**src/rtl/cache_miss_sequencer_pkg.sv**
```systemverilog
// rtl/cache_miss_sequencer_pkg.sv - shared state encoding and way-vector helpers for the miss sequencer
package cache_seq_pkg;

   // Widest way vector the helpers accept; callers zero-extend narrower vectors.
   localparam int MAX_WAYS = 64;

   typedef enum logic [2:0] {
      IDLE      = 3'd0,
      HIT_UPD   = 3'd1,
      VICTIM    = 3'd2,
      WRITEBACK = 3'd3,
      FILL      = 3'd4,
      ALLOC     = 3'd5
   } seq_state_e;

   // True when exactly one bit is set.
   function automatic logic is_onehot(input logic [MAX_WAYS-1:0] vec);
      return (vec != '0) && ((vec & (vec - MAX_WAYS'(1))) == '0);
   endfunction

   // Isolates the lowest set bit as a one-hot vector (zero in, zero out).
   function automatic logic [MAX_WAYS-1:0] lowest_set(input logic [MAX_WAYS-1:0] vec);
      return vec & (~vec + MAX_WAYS'(1));
   endfunction

endpackage

```
**src/rtl/cache_miss_sequencer_if.sv**
```systemverilog
// rtl/cache_miss_sequencer_if.sv - lookup, policy, writeback and fill handshakes of the miss sequencer
interface cache_miss_sequencer_if #(
   parameter int NUM_WAYS      = 8,
   parameter int ADDRESS_WIDTH = 32
);
   logic                     req_valid;
   logic                     req_ready;
   logic [ADDRESS_WIDTH-1:0] req_addr;
   logic                     req_hit;
   logic [NUM_WAYS-1:0]      req_hit_way;
   logic [NUM_WAYS-1:0]      way_valid;
   logic [NUM_WAYS-1:0]      way_dirty;
   logic                     pol_hit;
   logic [NUM_WAYS-1:0]      pol_hit_way;
   logic                     pol_evict_req;
   logic                     pol_evict_ready;
   logic [NUM_WAYS-1:0]      pol_evict_target;
   logic                     pol_allocate;
   logic [NUM_WAYS-1:0]      pol_allocate_way;
   logic                     wb_req;
   logic [NUM_WAYS-1:0]      wb_way;
   logic                     wb_done;
   logic                     fill_req;
   logic [ADDRESS_WIDTH-1:0] fill_addr;
   logic [NUM_WAYS-1:0]      fill_way;
   logic                     fill_done;
   logic                     done;
   logic [NUM_WAYS-1:0]      done_way;
   logic                     victim_err;

   // Cache controller / policy / memory side.
   modport master (
      output req_valid, req_addr, req_hit, req_hit_way, way_valid, way_dirty,
      output pol_evict_ready, pol_evict_target, wb_done, fill_done,
      input  req_ready, pol_hit, pol_hit_way, pol_evict_req, pol_allocate, pol_allocate_way,
      input  wb_req, wb_way, fill_req, fill_addr, fill_way, done, done_way, victim_err
   );

   // Sequencer side.
   modport slave (
      input  req_valid, req_addr, req_hit, req_hit_way, way_valid, way_dirty,
      input  pol_evict_ready, pol_evict_target, wb_done, fill_done,
      output req_ready, pol_hit, pol_hit_way, pol_evict_req, pol_allocate, pol_allocate_way,
      output wb_req, wb_way, fill_req, fill_addr, fill_way, done, done_way, victim_err
   );
endinterface

```
**src/rtl/cache_miss_sequencer_way_prio_enc.sv**
```systemverilog
// rtl/cache_miss_sequencer_way_prio_enc.sv - lowest-index one-hot priority encoder over a way vector
module way_prio_enc #(
   parameter int NUM_WAYS = 8
) (
   input  logic [NUM_WAYS-1:0] vec,
   output logic [NUM_WAYS-1:0] onehot,
   output logic                any_set
);
   localparam logic [NUM_WAYS-1:0] ONE = NUM_WAYS'(1);

   // Two's complement leaves only the lowest set bit standing.
   assign onehot  = vec & (~vec + ONE);
   assign any_set = |vec;
endmodule

```
**src/rtl/cache_miss_sequencer.sv**
```systemverilog
// rtl/cache_miss_sequencer.sv - per-request hit update / victim / writeback / fill / allocate sequencer
module cache_miss_sequencer
   import cache_seq_pkg::*;
#(
   parameter int NUM_WAYS      = 8,
   parameter int ADDRESS_WIDTH = 32
) (
   input  logic                   clk,
   input  logic                   reset_n,
   cache_miss_sequencer_if.slave  bus
);
   localparam logic [NUM_WAYS-1:0] WAY0 = NUM_WAYS'(1);

   seq_state_e               state_q, state_d;
   logic [ADDRESS_WIDTH-1:0] addr_q;
   logic [NUM_WAYS-1:0]      hit_way_q, valid_q, dirty_q;
   logic [NUM_WAYS-1:0]      victim_q, victim_d;
   logic [NUM_WAYS-1:0]      inv_onehot, tgt_low, tgt_sel;
   logic                     inv_any, tgt_any, tgt_onehot, accept;

   assign accept     = bus.req_valid && (state_q == IDLE);
   assign tgt_onehot = is_onehot(MAX_WAYS'(bus.pol_evict_target));
   // A malformed policy target falls back to its lowest set way, or way 0 when empty.
   assign tgt_sel    = tgt_onehot ? bus.pol_evict_target : (tgt_any ? tgt_low : WAY0);

   way_prio_enc #(.NUM_WAYS(NUM_WAYS)) u_inv_enc (
      .vec     (~valid_q),
      .onehot  (inv_onehot),
      .any_set (inv_any)
   );

   way_prio_enc #(.NUM_WAYS(NUM_WAYS)) u_tgt_enc (
      .vec     (bus.pol_evict_target),
      .onehot  (tgt_low),
      .any_set (tgt_any)
   );

   // State register plus the set snapshot taken when a lookup is accepted.
   always_ff @(posedge clk or negedge reset_n) begin
      if (!reset_n) begin
         state_q   <= IDLE;
         addr_q    <= '0;
         hit_way_q <= '0;
         valid_q   <= '0;
         dirty_q   <= '0;
         victim_q  <= '0;
      end else begin
         state_q  <= state_d;
         victim_q <= victim_d;
         if (accept) begin
            addr_q    <= bus.req_addr;
            hit_way_q <= bus.req_hit_way;
            valid_q   <= bus.way_valid;
            dirty_q   <= bus.way_dirty;
         end
      end
   end

   // Next state and all handshake outputs; way buses stay zero unless their strobe is up.
   always_comb begin
      state_d              = state_q;
      victim_d             = victim_q;
      bus.req_ready        = 1'b0;
      bus.pol_hit          = 1'b0;
      bus.pol_hit_way      = '0;
      bus.pol_evict_req    = 1'b0;
      bus.pol_allocate     = 1'b0;
      bus.pol_allocate_way = '0;
      bus.wb_req           = 1'b0;
      bus.wb_way           = '0;
      bus.fill_req         = 1'b0;
      bus.fill_addr        = '0;
      bus.fill_way         = '0;
      bus.done             = 1'b0;
      bus.done_way         = '0;
      bus.victim_err       = 1'b0;
      case (state_q)
         IDLE: begin
            bus.req_ready = 1'b1;
            if (bus.req_valid) state_d = bus.req_hit ? HIT_UPD : VICTIM;
         end
         HIT_UPD: begin
            bus.pol_hit     = 1'b1;
            bus.pol_hit_way = hit_way_q;
            bus.done        = 1'b1;
            bus.done_way    = hit_way_q;
            state_d         = IDLE;
         end
         VICTIM: begin
            if (inv_any) begin
               // An empty way is free to fill; the policy is not consulted.
               victim_d = inv_onehot;
               state_d  = FILL;
            end else begin
               bus.pol_evict_req = 1'b1;
               if (bus.pol_evict_ready) begin
                  victim_d       = tgt_sel;
                  bus.victim_err = !tgt_onehot;
                  state_d        = (|(dirty_q & tgt_sel)) ? WRITEBACK : FILL;
               end
            end
         end
         WRITEBACK: begin
            bus.wb_req = 1'b1;
            bus.wb_way = victim_q;
            if (bus.wb_done) state_d = FILL;
         end
         FILL: begin
            bus.fill_req  = 1'b1;
            bus.fill_addr = addr_q;
            bus.fill_way  = victim_q;
            if (bus.fill_done) state_d = ALLOC;
         end
         ALLOC: begin
            bus.pol_allocate     = 1'b1;
            bus.pol_allocate_way = victim_q;
            bus.done             = 1'b1;
            bus.done_way         = victim_q;
            state_d              = IDLE;
         end
         default: state_d = IDLE;
      endcase
   end
endmodule

```
**src/flat_wrapper.sv**
```systemverilog
// flat-port wrapper written by rule: the top's interface ports become plain ports
module cache_miss_sequencer_flat import cache_seq_pkg::*;
#(
   parameter int NUM_WAYS      = 8,
   parameter int ADDRESS_WIDTH = 32
)
  (clk, reset_n, bus_req_valid, bus_req_addr, bus_req_hit, bus_req_hit_way, bus_way_valid, bus_way_dirty, bus_pol_evict_ready, bus_pol_evict_target, bus_wb_done, bus_fill_done, bus_req_ready, bus_pol_hit, bus_pol_hit_way, bus_pol_evict_req, bus_pol_allocate, bus_pol_allocate_way, bus_wb_req, bus_wb_way, bus_fill_req, bus_fill_addr, bus_fill_way, bus_done, bus_done_way, bus_victim_err);
  cache_miss_sequencer_if #(.NUM_WAYS(NUM_WAYS), .ADDRESS_WIDTH(ADDRESS_WIDTH)) bus_i ();
  input  logic clk;
  input  logic reset_n;
  input wire logic [$bits(bus_i.req_valid)-1:0] bus_req_valid;
  input wire logic [$bits(bus_i.req_addr)-1:0] bus_req_addr;
  input wire logic [$bits(bus_i.req_hit)-1:0] bus_req_hit;
  input wire logic [$bits(bus_i.req_hit_way)-1:0] bus_req_hit_way;
  input wire logic [$bits(bus_i.way_valid)-1:0] bus_way_valid;
  input wire logic [$bits(bus_i.way_dirty)-1:0] bus_way_dirty;
  input wire logic [$bits(bus_i.pol_evict_ready)-1:0] bus_pol_evict_ready;
  input wire logic [$bits(bus_i.pol_evict_target)-1:0] bus_pol_evict_target;
  input wire logic [$bits(bus_i.wb_done)-1:0] bus_wb_done;
  input wire logic [$bits(bus_i.fill_done)-1:0] bus_fill_done;
  output wire logic [$bits(bus_i.req_ready)-1:0] bus_req_ready;
  output wire logic [$bits(bus_i.pol_hit)-1:0] bus_pol_hit;
  output wire logic [$bits(bus_i.pol_hit_way)-1:0] bus_pol_hit_way;
  output wire logic [$bits(bus_i.pol_evict_req)-1:0] bus_pol_evict_req;
  output wire logic [$bits(bus_i.pol_allocate)-1:0] bus_pol_allocate;
  output wire logic [$bits(bus_i.pol_allocate_way)-1:0] bus_pol_allocate_way;
  output wire logic [$bits(bus_i.wb_req)-1:0] bus_wb_req;
  output wire logic [$bits(bus_i.wb_way)-1:0] bus_wb_way;
  output wire logic [$bits(bus_i.fill_req)-1:0] bus_fill_req;
  output wire logic [$bits(bus_i.fill_addr)-1:0] bus_fill_addr;
  output wire logic [$bits(bus_i.fill_way)-1:0] bus_fill_way;
  output wire logic [$bits(bus_i.done)-1:0] bus_done;
  output wire logic [$bits(bus_i.done_way)-1:0] bus_done_way;
  output wire logic [$bits(bus_i.victim_err)-1:0] bus_victim_err;
  assign bus_i.req_valid = bus_req_valid;
  assign bus_i.req_addr = bus_req_addr;
  assign bus_i.req_hit = bus_req_hit;
  assign bus_i.req_hit_way = bus_req_hit_way;
  assign bus_i.way_valid = bus_way_valid;
  assign bus_i.way_dirty = bus_way_dirty;
  assign bus_i.pol_evict_ready = bus_pol_evict_ready;
  assign bus_i.pol_evict_target = bus_pol_evict_target;
  assign bus_i.wb_done = bus_wb_done;
  assign bus_i.fill_done = bus_fill_done;
  assign bus_req_ready = bus_i.req_ready;
  assign bus_pol_hit = bus_i.pol_hit;
  assign bus_pol_hit_way = bus_i.pol_hit_way;
  assign bus_pol_evict_req = bus_i.pol_evict_req;
  assign bus_pol_allocate = bus_i.pol_allocate;
  assign bus_pol_allocate_way = bus_i.pol_allocate_way;
  assign bus_wb_req = bus_i.wb_req;
  assign bus_wb_way = bus_i.wb_way;
  assign bus_fill_req = bus_i.fill_req;
  assign bus_fill_addr = bus_i.fill_addr;
  assign bus_fill_way = bus_i.fill_way;
  assign bus_done = bus_i.done;
  assign bus_done_way = bus_i.done_way;
  assign bus_victim_err = bus_i.victim_err;
  cache_miss_sequencer #(.NUM_WAYS(NUM_WAYS), .ADDRESS_WIDTH(ADDRESS_WIDTH)) u_core (.clk(clk), .reset_n(reset_n), .bus(bus_i));
endmodule
```
**config.mk**
```make
export PLATFORM = sky130hd
export DESIGN_NAME = cache_miss_sequencer_flat
export DESIGN_NICKNAME = d
export VERILOG_FILES = /design/src/rtl/cache_miss_sequencer_pkg.sv /design/src/rtl/cache_miss_sequencer_if.sv /design/src/rtl/cache_miss_sequencer_way_prio_enc.sv /design/src/rtl/cache_miss_sequencer.sv /design/src/flat_wrapper.sv
export SDC_FILE = /design/constraint.sdc
export NUM_CORES = 1
export LEC_CHECK = 0
export CORE_UTILIZATION = 40
export CTS_CLUSTER_DIAMETER = 50
export DETAILED_ROUTE_END_ITERATION = 7
export PLACE_DENSITY = 0.78
export SKIP_CTS_REPAIR_TIMING = 1
export SLEW_MARGIN = 20
export SYNTH_ARGS = -nofsm -noshare
export SYNTH_HDL_FRONTEND = slang
export SYNTH_HIERARCHICAL = 1
export SYNTH_SLANG_ARGS = --single-unit
```
**constraint.sdc**
```tcl
create_clock -name clk -period 3.15 [get_ports clk]
set_input_delay 0.945 -clock clk [delete_from_list [all_inputs] [get_ports clk]]
set_output_delay 0.945 -clock clk [all_outputs]
set_load 0.02 [all_outputs]
```
# Word-level counts from Yosys, hierarchy flattened
# Cells that the tools add are included.
# totals
out_inout_bits	80
register_bits	67
input_bits	71
# classes
add_sub_neg	3
mux	29
n_bitwise	7
n_eq_ne	9
reduce_logical	13
# op_table
op	count
bitwise AND 8 x 64 -> 64 bit	1
logical NOT 64 bit	1
two-way mux 8 bit	8
two-way mux 32 bit	1
bitwise AND 8 bit	3
inverter 8 bit	3
OR reduction 8 bit	3
two-way mux 3 bit	6
adder 8 x 1 -> 8 bit, second input constant	2
one-hot mux 8 bit (2 select lines)	1
one-hot mux 3 bit (4 select lines)	1
two-way mux 1 bit	11
subtractor 8 x 1 -> 9 bit, second input constant	1
nonzero test 8 bit	1
equality test 3 x 2 -> 1 bit, second input constant	2
equality test 3 bit, second input constant	2
inequality test 2 bit, second input constant	3
AND reduction 4 bit	1
equality test 3 x 1 -> 1 bit, second input constant	1
logical NOT 3 bit	1
inequality test 3 x 2 -> 1 bit, second input constant	1
logical AND 1 bit	2
two-way mux 2 bit	1
AND reduction 2 bit	1
other kinds (3)	3

# Depth between registers and ports, before layout
# Gate-level depths: netlist of run 1.
# logic_depth
depth_word	11
ltp_mapped	10

# Modules after synthesis
# Netlist of run 1, hierarchy kept.
# modules_own_cells
mod	cells_per_inst	seq_area_each_um2	area_each_um2	instances
cache_miss_sequencer	363	1676.6	3607.2	1
way_prio_enc	12	0.0	96.3	2

# Worst setup path before layout of run 1
# No wires, ideal clock.
# synth_path
path_kind	input-to-output
from	in bus_pol_evict_target[1]
to	out bus_victim_err
path_buffers	1
path_slack_ns	-0.253
cell_stages	6
arrival_time_ns	2.458
path_cell_list	nor4_1 > nor3_1 > nand2_1 > or4b_1 > buf_6 > nor2_1
# synth_via
elab_chain_len	8
# synth_rtl
element	line_no	rtl
start, declared	flat_wrapper.sv:18	input wire logic [$bits(bus_i.pol_evict_target)-1:0] bus_pol_evict_target;
subtractor 8 x 1 -> 9 bit	cache_miss_sequencer_pkg.sv:18	return (vec != '0) && ((vec & (vec - MAX_WAYS'(1))) == '0);
bitwise AND 8 x 64 -> 64 bit	cache_miss_sequencer_pkg.sv:18	
logical NOT 64 bit	cache_miss_sequencer_pkg.sv:18	
logical AND 1 bit *	cache_miss_sequencer_pkg.sv:18	
logical NOT 1 bit *	cache_miss_sequencer.sv:98	bus.victim_err = !tgt_onehot;
two-way mux 1 bit *	cache_miss_sequencer.sv:96	if (bus.pol_evict_ready) begin
two-way mux 1 bit *	cache_miss_sequencer.sv:90	if (inv_any) begin
two-way mux 1 bit *	cache_miss_sequencer.sv:77	case (state_q)
end, declared	flat_wrapper.sv:34	output wire logic [$bits(bus_i.victim_err)-1:0] bus_victim_err;
# Every way passes the cells marked *; elsewhere a longest branch is shown, timed or not.

# Worst setup path after layout of run 1
# Same ends and word-level chain as after synthesis.

==> flow_summary_export.csv, run 1 <==
group,metric,value,unit
run_status,status,"complete, but fails checks",
run_status,violations,"setup timing",
min_path,hold_start,"u_core/addr_q[14]",
synthesis,syn_area,0.00380,mm²
route,finalWirelength,11400,µm
finish,final_cell_count_no_fill,692,
die,core.rowCount,35,
synthesis,syn_area_per_cell,9.82,µm²
die,dieArea,0.00989,mm²
sta,period_share,102,%
critical_path,crit_type,"in2out",
route,num_vias,3601,
sta,rsz0062_at_grt,"true",
sta,hold_violations,0,
sta,max_slew_margin,42.5,%
sta,setup_viol,1,
sta,clock_skew,0.00912,ns
synthesis,yosysWarnings,6,
route,ant_nets,0,
grt,overflow,0,
route,routed_via_density,5.20,
finish,fillers,745,
route,routedWlPerCell,16.5,µm
synthesis,netlist_instances,387,
synthesis,synth_edf_count,0,
synthesis,yosys.area.top_type,"dfrtp_1",
clock_network,cts_sinks,67,
sta,finalMaxSlewViolations,0,
route,dr.pass1.iters,5,
route,drc,0,
critical_path,r2r-end,"u_core/hit_way_q[4]",
critical_path,rrSetupSlack,0.98,ns
sta,setup_slack,-0.0583,ns
clock_network,htreeDepth,3,
clock_network,clk_pin_slew,0.08,ns
finish,drive_above_1_share,26.5,%
power,irDropWorstVdd,0.425,mV
synthesis,synth.top_cells.by_area,"dfrtp_1, mux2_2, and3_1, o21ai_0, nand2_1",
route,drt_iter0_drc,156,
die,pin_count,151,
power,p_per_area,751,mW/mm²
place,dpl_worst_slack,-1.04,ns
place,gp_congestion,0.834,
min_path,worstHoldPathCells,1,
synthesis,ys_seq_area_share,44.1,%
synthesis,synth.ff_latch_count,67,
critical_path,reg2reg_from,"u_core/state_q[2]",
clock_network,cts-buffers-inserted,9,
place,dp.cells,672,
clock_network,cts_buffer_depth,2,
power,totalPowerFinal,4.51,mW
critical_path,endpoint_kind,"output port",
finish,multi_input_area,0.00205,mm²
die,coreArea,0.00924,mm²
place,dp_hpwl,8600,µm
synthesis,synth_fp_nets,458,
critical_path,crit_required,2.20,ns
finish,fin_nets,629,
grt,groute.usage.overall,23.3,%
die,initial_core_util,41.1,%
synthesis,async_reset_ff_share,100,%
finish,regArea,0.00168,mm²
critical_path,arrival,2.26,ns
power,power.static_leakage,2.80,nW
clock_network,clkLatencyLatePin,0.34,ns
place,io_buffers,150,
sta,max_clock_freq,0.312,GHz
synthesis,synth_cell_types,42,
grt,grt_pass1_wl,17900,µm
critical_path,ff2ff_path_depth,5,
grt,grt_max_degree,40,
grt,antenna_found_initial,0,
grt,first_global_vias,3613,
min_path,hp-class,"reg2reg",
die,die_h,99.5,µm
die,die_x,99.5,µm
clock_network,root_buffer,"clkbuf_8",
finish,diodes,0,
sta,min_period,3.21,ns
critical_path,start_kind,"input port",
run,maxCapViolations,0,
clock_network,cts_tree,"done",
min_path,hold-path-endpoint,"u_core/addr_q[14]",
synthesis,synth.top_cell.area_share,44.1,%
finish,syn2layout_area_growth,58.1,%
sta,tightestPinTransition,0.862,ns
critical_path,crit_fanout,3,
synthesis,ys.flop_type,"dfrtp_1",
-- registers in the layout, indices dropped and copies added, names as in the netlist --
signal            cells
u_core/hit_way_q      8
u_core/victim_q       8
u_core/state_q        3
u_core/dirty_q        8
u_core/valid_q        8
u_core/addr_q        32
-- worst max path at each step --
stage | start | to | cells past startpoint
finish | bus_pol_evict_target[1] | bus_victim_err | 7
global route | bus_pol_evict_target[1] | bus_victim_err | 7
CTS | bus_pol_evict_target[3] | bus_victim_err | 7
detailed placement | bus_pol_evict_target[3] | bus_victim_err | 7
global placement | bus_pol_evict_target[3] | bus_victim_err | 7
floorplan | bus_pol_evict_target[5] | bus_victim_err | 6
-- per-stage QoR --
step / util (%) / TNS, ns / area (µm²) / hold WS [ns]
final: 65.0 / -0.0583 / 6010 / 0.503
after detailed placement: 61.1 / -5.60 / 5650 / 0.488
after floorplan: - / 0 / 3840 / 0.472
after CTS: 64.0 / -4.55 / 5910 / 0.505
after global routing: 65.0 / -0.138 / 6010 / 0.511
after global placement: 61.1 / -4.53 / 5650 / 0.481
-- placed cells by master, fill, tap and decap left out, types with 3 or more instances in the layout --
master / instances
and4b_1: 3
dfrtp_1: 66
nor2_1: 16
nand3_1: 9
nor3_1: 3
nand2_1: 29
o21ai_0: 21
dlymetal6s2s_1: 7
a21oi_1: 7
or2_2: 8
clkdlybuf4s50_1: 135
or3_1: 4
clkbuf_8: 9
nor4_4: 5
nor2b_1: 5
and3_1: 57
inv_1: 11
and2_1: 14
mux2_2: 58
buf_4: 41
nor4b_1: 3
clkbuf_2: 3
bufinv_16: 4
-- cell type report --
type / count / share of cell area (%)
well taps: 129 / 2.69
flip-flops and latches: 67 / 27.9
repair buffers: 191 / 30.1
multi-input cells: 278 / 34.1
inverters: 11 / 0.688
clock inverters: 6 / 2.29
clock buffers: 10 / 2.12
-- cells in the mapped netlist, drive strengths merged (3+ instances only) --
cell type / n
or2: 8
mux2: 58
nor4b: 3
and3: 59
and4b: 3
or3: 4
a21oi: 7
buf: 8
dfrtp: 67
nand2: 29
clkbuf: 24
nor3: 4
nand3: 10
and2: 15
o21ai: 22
inv: 11
nor2: 18
nor4: 5
nor2b: 7
-- where the power goes --
part	leakage, nW	switching [mW]	internal, mW
logic	1.86	1.04	1.06
clock network	0.131	0.331	0.609
registers	0.807	0.210	1.27
total	2.80	1.58	2.93
-- routing by layer --
layer	vias to the layer above	wire length, µm	global-route usage, %
met5	-	0	0
met4	0	284	10.1
met3	21	612	3.79
met2	142	5870	41.3
met1	1732	4660	27.9
li1	1706	-	-
-- cell families after synthesis --
| group | Yosys count | share of synthesized area, % |
|---|---|---|
| multiplexers | 60 | 17.7 |
| AO/OA/AOI/OAI | 41 | 6.16 |
| XOR/XNOR | 2 | 0.461 |
| adder cells (fa/ha/maj) | 1 | 0.263 |
| buffers and inverters | 43 | 4.68 |
| AND/OR/NAND/NOR | 173 | 26.6 |
| flip-flops | 67 | 44.1 |
-- worst max-delay path, cell delays in order --
cell and delay, ns:
buf_8 0.10, nor4_4 0.35, nor3_2 0.08, nand2_1 0.07, or4b_4 0.48, nor2_4 0.12
buf_6 0.12
No activity file was read; power rests on OpenSTA's default activity.
==> run 2: changes to the inputs <==
CORE_MARGIN = 4   (was default)
==> run 2 against run 1 <==
Compared with the run above: the flow still finishes with violations (setup timing); worst hold slack lost 0.0021 ns; setup slack got worse by 0.020 ns; first-iteration DRC count is 87% higher; clock skew fell by 0.0054 ns; power decreased by 6.9%; register-to-register slack gained 0.03 ns; die area increased by 12%; design area shrank 2.1%; sequential power about the same; sequential share of layout area rose by 0.59 points; utilization fell by 1.4 points; highest routed layer unchanged; clock power fell by 27%.
==> flow_summary_export.csv, run 2 (same netlist as run 1, synthesis figures left out) <==
group,metric,value,unit
critical_path,start_kind,"input port",
sta,clock_skew,0.00377,ns
run,maxCapViolations,0,
route,drt_iter0_drc,292,
grt,groute.usage.overall,19.7,%
die,die_h,105,µm
route,met2WireLength,5870,µm
sta,setup_slack,-0.0782,ns
clock_network,cts-buffers-inserted,9,
critical_path,crit_type,"in2out",
sta,hold_violations,0,
critical_path,arrival,2.28,ns
min_path,hold_start,"u_core/hit_way_q[4]",
critical_path,crit_fanout,4,
die,dieArea,0.0111,mm²
place,dpl_worst_slack,-1.01,ns
die,coreArea,0.00924,mm²
sta,max_clock_freq,0.310,GHz
power,p_per_area,715,mW/mm²
critical_path,crit_path_cell_trace,"buf_2 > nor4_4 > nor3_2 > nand2_1 > or4b_4 > nor2_4 > buf_6",
route,routed_via_density,5.13,
route,wl_met3,783,µm
critical_path,critPathSlowestCell,"or4b_4",
min_path,hp-class,"reg2reg",
finish,fin_nets,624,
route,routedWlPerCell,16.5,µm
power,power.static_leakage,2.68,nW
place,gp_congestion,0.831,
run_status,violations,"setup timing",
min_path,hold-path-endpoint,"u_core/hit_way_q[4]",
route,m1WireLength,4450,µm
sta,rsz0062_at_grt,"true",
clock_network,clk_pin_slew,0.07,ns
sta,max_slew_margin,45.5,%
critical_path,rrSetupSlack,1.01,ns
clock_network,cts_tree,"done",
critical_path,endpoint_kind,"output port",
finish,final_cell_count_no_fill,687,
place,dpl_cell_area,0.00562,mm²
finish,final_util,63.6,%
die,initial_core_util,41.1,%
finish,largest_reg_flops,32,
sta,tightestPinTransition,0.818,ns
grt,antenna_found_initial,0,
clock_network,htreeDepth,3,
run_status,status,"complete, but fails checks",
finish,drive_above_1_share,25.6,%
place,dp.cells,668,
clock_network,root_buffer,"clkbuf_8",
route,ant_nets,0,
die,pin_count,151,
finish,layout_commonest_cell,"clkdlybuf4s50_1",
critical_path,cp_top_family,"simple AND/OR/NAND/NOR gates",
die,core.rowCount,35,
sta,min_period,3.23,ns
sta,finalMaxSlewViolations,0,
route,highest_layer,"met4",
route,finalWirelength,11300,µm
clock_network,clkLatencyLatePin,0.34,ns
min_path,worstHoldPathCells,1,
sta,period_share,102,%
die,die_x,105,µm
grt,grt_max_degree,53,
critical_path,ff2ff_path_depth,5,
clock_network,cts_buffer_depth,2,
critical_path,r2r-end,"u_core/hit_way_q[2]",
critical_path,reg2reg_from,"u_core/state_q[2]",
critical_path,crit_required,2.20,ns
route,num_vias,3523,
place,io_buffers,150,
finish,design_area,0.00588,mm²
finish,diodes,0,
power,irDropWorstVdd,0.390,mV
clock_network,cts_sinks,67,
grt,first_global_vias,3442,
finish,largest_register,"u_core/addr_q",
finish,final_cell_mix,"clkdlybuf4s50_1, dfrtp_1, mux2_2",
route,drc,0,
place,dp_hpwl,8760,µm
critical_path,critPathBufInv,2,
finish,syn2layout_area_growth,54.7,%
sta,setup_viol,1,
grt,overflow,0,
critical_path,worst_path_largest_cell_delay,0.48,ns
route,dr.pass1.iters,5,
grt,grt_pass1_wl,17300,µm
[run 2: changes by cell type in the layout (fill, tap and decap cells not counted), sizes merged]
| cell | change |
|---|---|
| buf | -5 |
| bufinv | -3 |
| clkbuf | -1 |
| clkdlybuf4s50 | +3 |
| clkinv | +2 |
| clkinvlp | +2 |
| dlymetal6s2s | -2 |
| nor2b | -1 |
[run 2: worst max-delay path by stage]
stage / start / cells past startpoint / slack [ns] / to
after floorplan: bus_pol_evict_target[5] / 6 / 0.01 / bus_victim_err
after global placement: bus_pol_evict_target[1] / 7 / -0.95 / bus_victim_err
after detailed placement: bus_pol_evict_target[1] / 7 / -1.01 / bus_victim_err
after CTS: bus_pol_evict_target[1] / 7 / -1.01 / bus_victim_err
after global routing: bus_pol_evict_target[1] / 7 / -0.14 / bus_victim_err
final: bus_pol_evict_target[1] / 7 / -0.08 / bus_victim_err
[run 2: cell type report]
cell class / count / area, µm²
fillers: 765 / 3360
multi-input cells: 277 / 2030
repair buffers: 187 / 1770
flip-flops and latches: 67 / 1680
well taps: 129 / 161
clock buffers: 9 / 124
clock inverters: 7 / 68.8
inverters: 11 / 41.3
[run 2: per-stage QoR]
step	hold slack (ns)	setup TNS [ns]	power [mW]
6_report	0.501	-0.0782	4.20
5_1_grt	0.511	-0.153	4.48
4_1_cts	0.504	-4.45	4.23
3_5_place_dp	0.488	-5.73	3.52
3_3_place_gp	0.480	-4.74	3.44
2_1_floorplan	0.472	0	2.66
[run 2: where the power goes]
part / total, mW / internal [mW] / switching [mW]
Clock: 0.687 / 0.362 / 0.325
Sequential: 1.46 / 1.27 / 0.198
Combinational: 2.05 / 1.04 / 1.02
Total: 4.20 / 2.66 / 1.54
[run 2: per-layer routing]
| layer | up-vias | global-route usage [%] |
|---|---|---|
| met1 | 1678 | 23.3 |
| met3 | 19 | 4.72 |
| met4 | 0 | 6.19 |
| met5 | - | 0 |
| met2 | 134 | 35.2 |
| li1 | 1692 | - |
==> run 3: changes to the inputs <==
CORE_UTILIZATION = 47   (was 40)
PLACE_DENSITY = 0.86   (was 0.78)
clock period = 4.2 ns   (was 3.15 ns; I/O delays follow)
==> run 3 against run 2 <==
Compared with the run above: highest routed layer unchanged; power shrank 26%; the run now ends clean; clock power shrank 30%; critical path type unchanged; setup slack gained 0.10 ns.
==> flow_summary_export.csv, run 3 (same netlist as run 1, synthesis figures left out) <==
group,metric,value,unit
run_status,status,"completed",
route,finalWirelength,11600,µm
die,core.rowCount,32,
sta,finalMaxSlewViolations,0,
place,gp_congestion,0.890,
clock_network,cts_sinks,67,
finish,syn2layout_area_growth,53.3,%
clock_network,cts_tree,"done",
clock_network,htreeDepth,3,
sta,whs,0.500,ns
power,clockPowerShare,15.6,%
grt,groute.usage.overall,23.8,%
min_path,hp-class,"reg2reg",
finish,layout_commonest_cell,"clkdlybuf4s50_1",
route,dr.pass1.iters,4,
power,internal_power,1.92,mW
die,initial_core_util,48.7,%
finish,diodes,0,
place,io_buffers,150,
power,power.net_switching,1.18,mW
clock_network,root_buffer,"clkbuf_8",
critical_path,crit_type,"in2out",
critical_path,arrival,2.91,ns
finish,final_util,74.6,%
finish,final_cell_count_no_fill,659,
run,maxCapViolations,0,
die,die_h,97.9,µm
critical_path,crit_fanout,4,
power,totalPowerFinal,3.10,mW
die,coreArea,0.00781,mm²
critical_path,crit_required,2.94,ns
die,pin_count,151,
route,drt_iter0_drc,199,
finish,largest_register,"u_core/addr_q",
sta,max_slew_margin,55.0,%
finish,drive_above_1_share,24.4,%
finish,final_cell_mix,"clkdlybuf4s50_1, dfrtp_1, mux2_2",
grt,first_global_vias,3524,
route,routed_via_density,5.31,
sta,setup_viol,0,
sta,tightestPinTransition,0.672,ns
power,power.static_leakage,2.67,nW
sta,finalSetupTns,0,ns
power,irDropWorstVdd,0.375,mV
power,power_frac_comb,48.2,%
grt,overflow,0,
finish,largest_reg_flops,32,
power,power_frac_seq,36.2,%
clock_network,clk_pin_slew,0.07,ns
grt,antenna_found_initial,0,
critical_path,start_kind,"input port",
grt,grt_pass1_wl,18400,µm
power,p_per_area,532,mW/mm²
route,num_vias,3500,
sta,hold_violations,0,
sta,max_clock_freq,0.240,GHz
grt,grt_max_degree,43,
clock_network,clkLatencyLatePin,0.35,ns
route,routedWlPerCell,17.6,µm
finish,fin_nets,623,
route,drc,0,
sta,clock_skew,0.00958,ns
place,dp.cells,642,
power,swShare,38.0,%
sta,min_period,4.17,ns
place,dp_hpwl,8860,µm
clock_network,cts_buffer_depth,2,
sta,period_share,99.4,%
clock_network,cts-buffers-inserted,9,
die,dieArea,0.00959,mm²
route,ant_nets,0,
critical_path,endpoint_kind,"output port",
die,die_x,97.9,µm
## run 3: changes by cell type in the layout (fill, tap and decap cells not counted), moves of 2 or more
cell             change
clkdlybuf4s50_1      +4
clkbuf_2             -3
inv_6                +2
buf_4                +2
buf_6                -3
buf_2                -2
## run 3: path summary, 6_finish.rpt
kind	from	to	slack (ns)	cells after the start
setup / recovery	bus_pol_evict_target[5]	bus_victim_err	0.03	7
hold / removal	u_core/hit_way_q[3]	u_core/hit_way_q[3]	0.50	1
setup reg to reg	u_core/state_q[2]	u_core/dirty_q[6]	1.90	5
hold reg to reg	u_core/hit_way_q[3]	u_core/hit_way_q[3]	0.50	1
max in group asynchronous	reset_n	u_core/dirty_q[4]	2.62	2
min in group asynchronous	reset_n	u_core/addr_q[14]	0.84	1
## run 3: power by group through the flow
stage | Combinational [mW] | Sequential [mW] | Clock (mW)
6_report | 1.49 | 1.12 | 0.484
5_1_grt | 1.61 | 1.17 | 0.522
4_1_cts | 1.49 | 1.12 | 0.492
3_5_place_dp | 1.49 | 1.13 | 0
3_3_place_gp | 1.45 | 1.11 | 0
2_1_floorplan | 0.935 | 1.06 | 0
## run 3: area by class of cell
cell class | count | area, µm²
clock buffers | 9 | 124
clock inverters | 7 | 51.3
repair buffers | 186 | 1780
flip-flops and latches | 67 | 1680
inverters | 11 | 41.3
multi-input cells | 277 | 2030
well taps | 102 | 128
fillers | 555 | 1980
## run 3: metal layers
layer,track usage (%),wire (µm),up-vias
met2,39.2,5780,125
met1,30.6,4750,1669
li1,-,-,1688
met3,4.43,769,18
met4,10.4,262,0
met5,0,0,-
## run 3: critical path, stage by stage
cell and delay, ns:
clkdlybuf4s50_1 0.43, buf_4 0.18, xnor2_2 0.18, nor4_4 0.06
or4b_4 0.53, nor2_2 0.13, buf_4 0.14
## run 3: per-stage QoR
stage          setup slack (ns)  cell area (µm²)
6_report                 0.0253             5830
5_1_grt                 -0.0268             5830
4_1_cts                  -0.634             5730
3_5_place_dp             -0.624             5550
3_3_place_gp             -0.549             5550
2_1_floorplan             0.167             3800
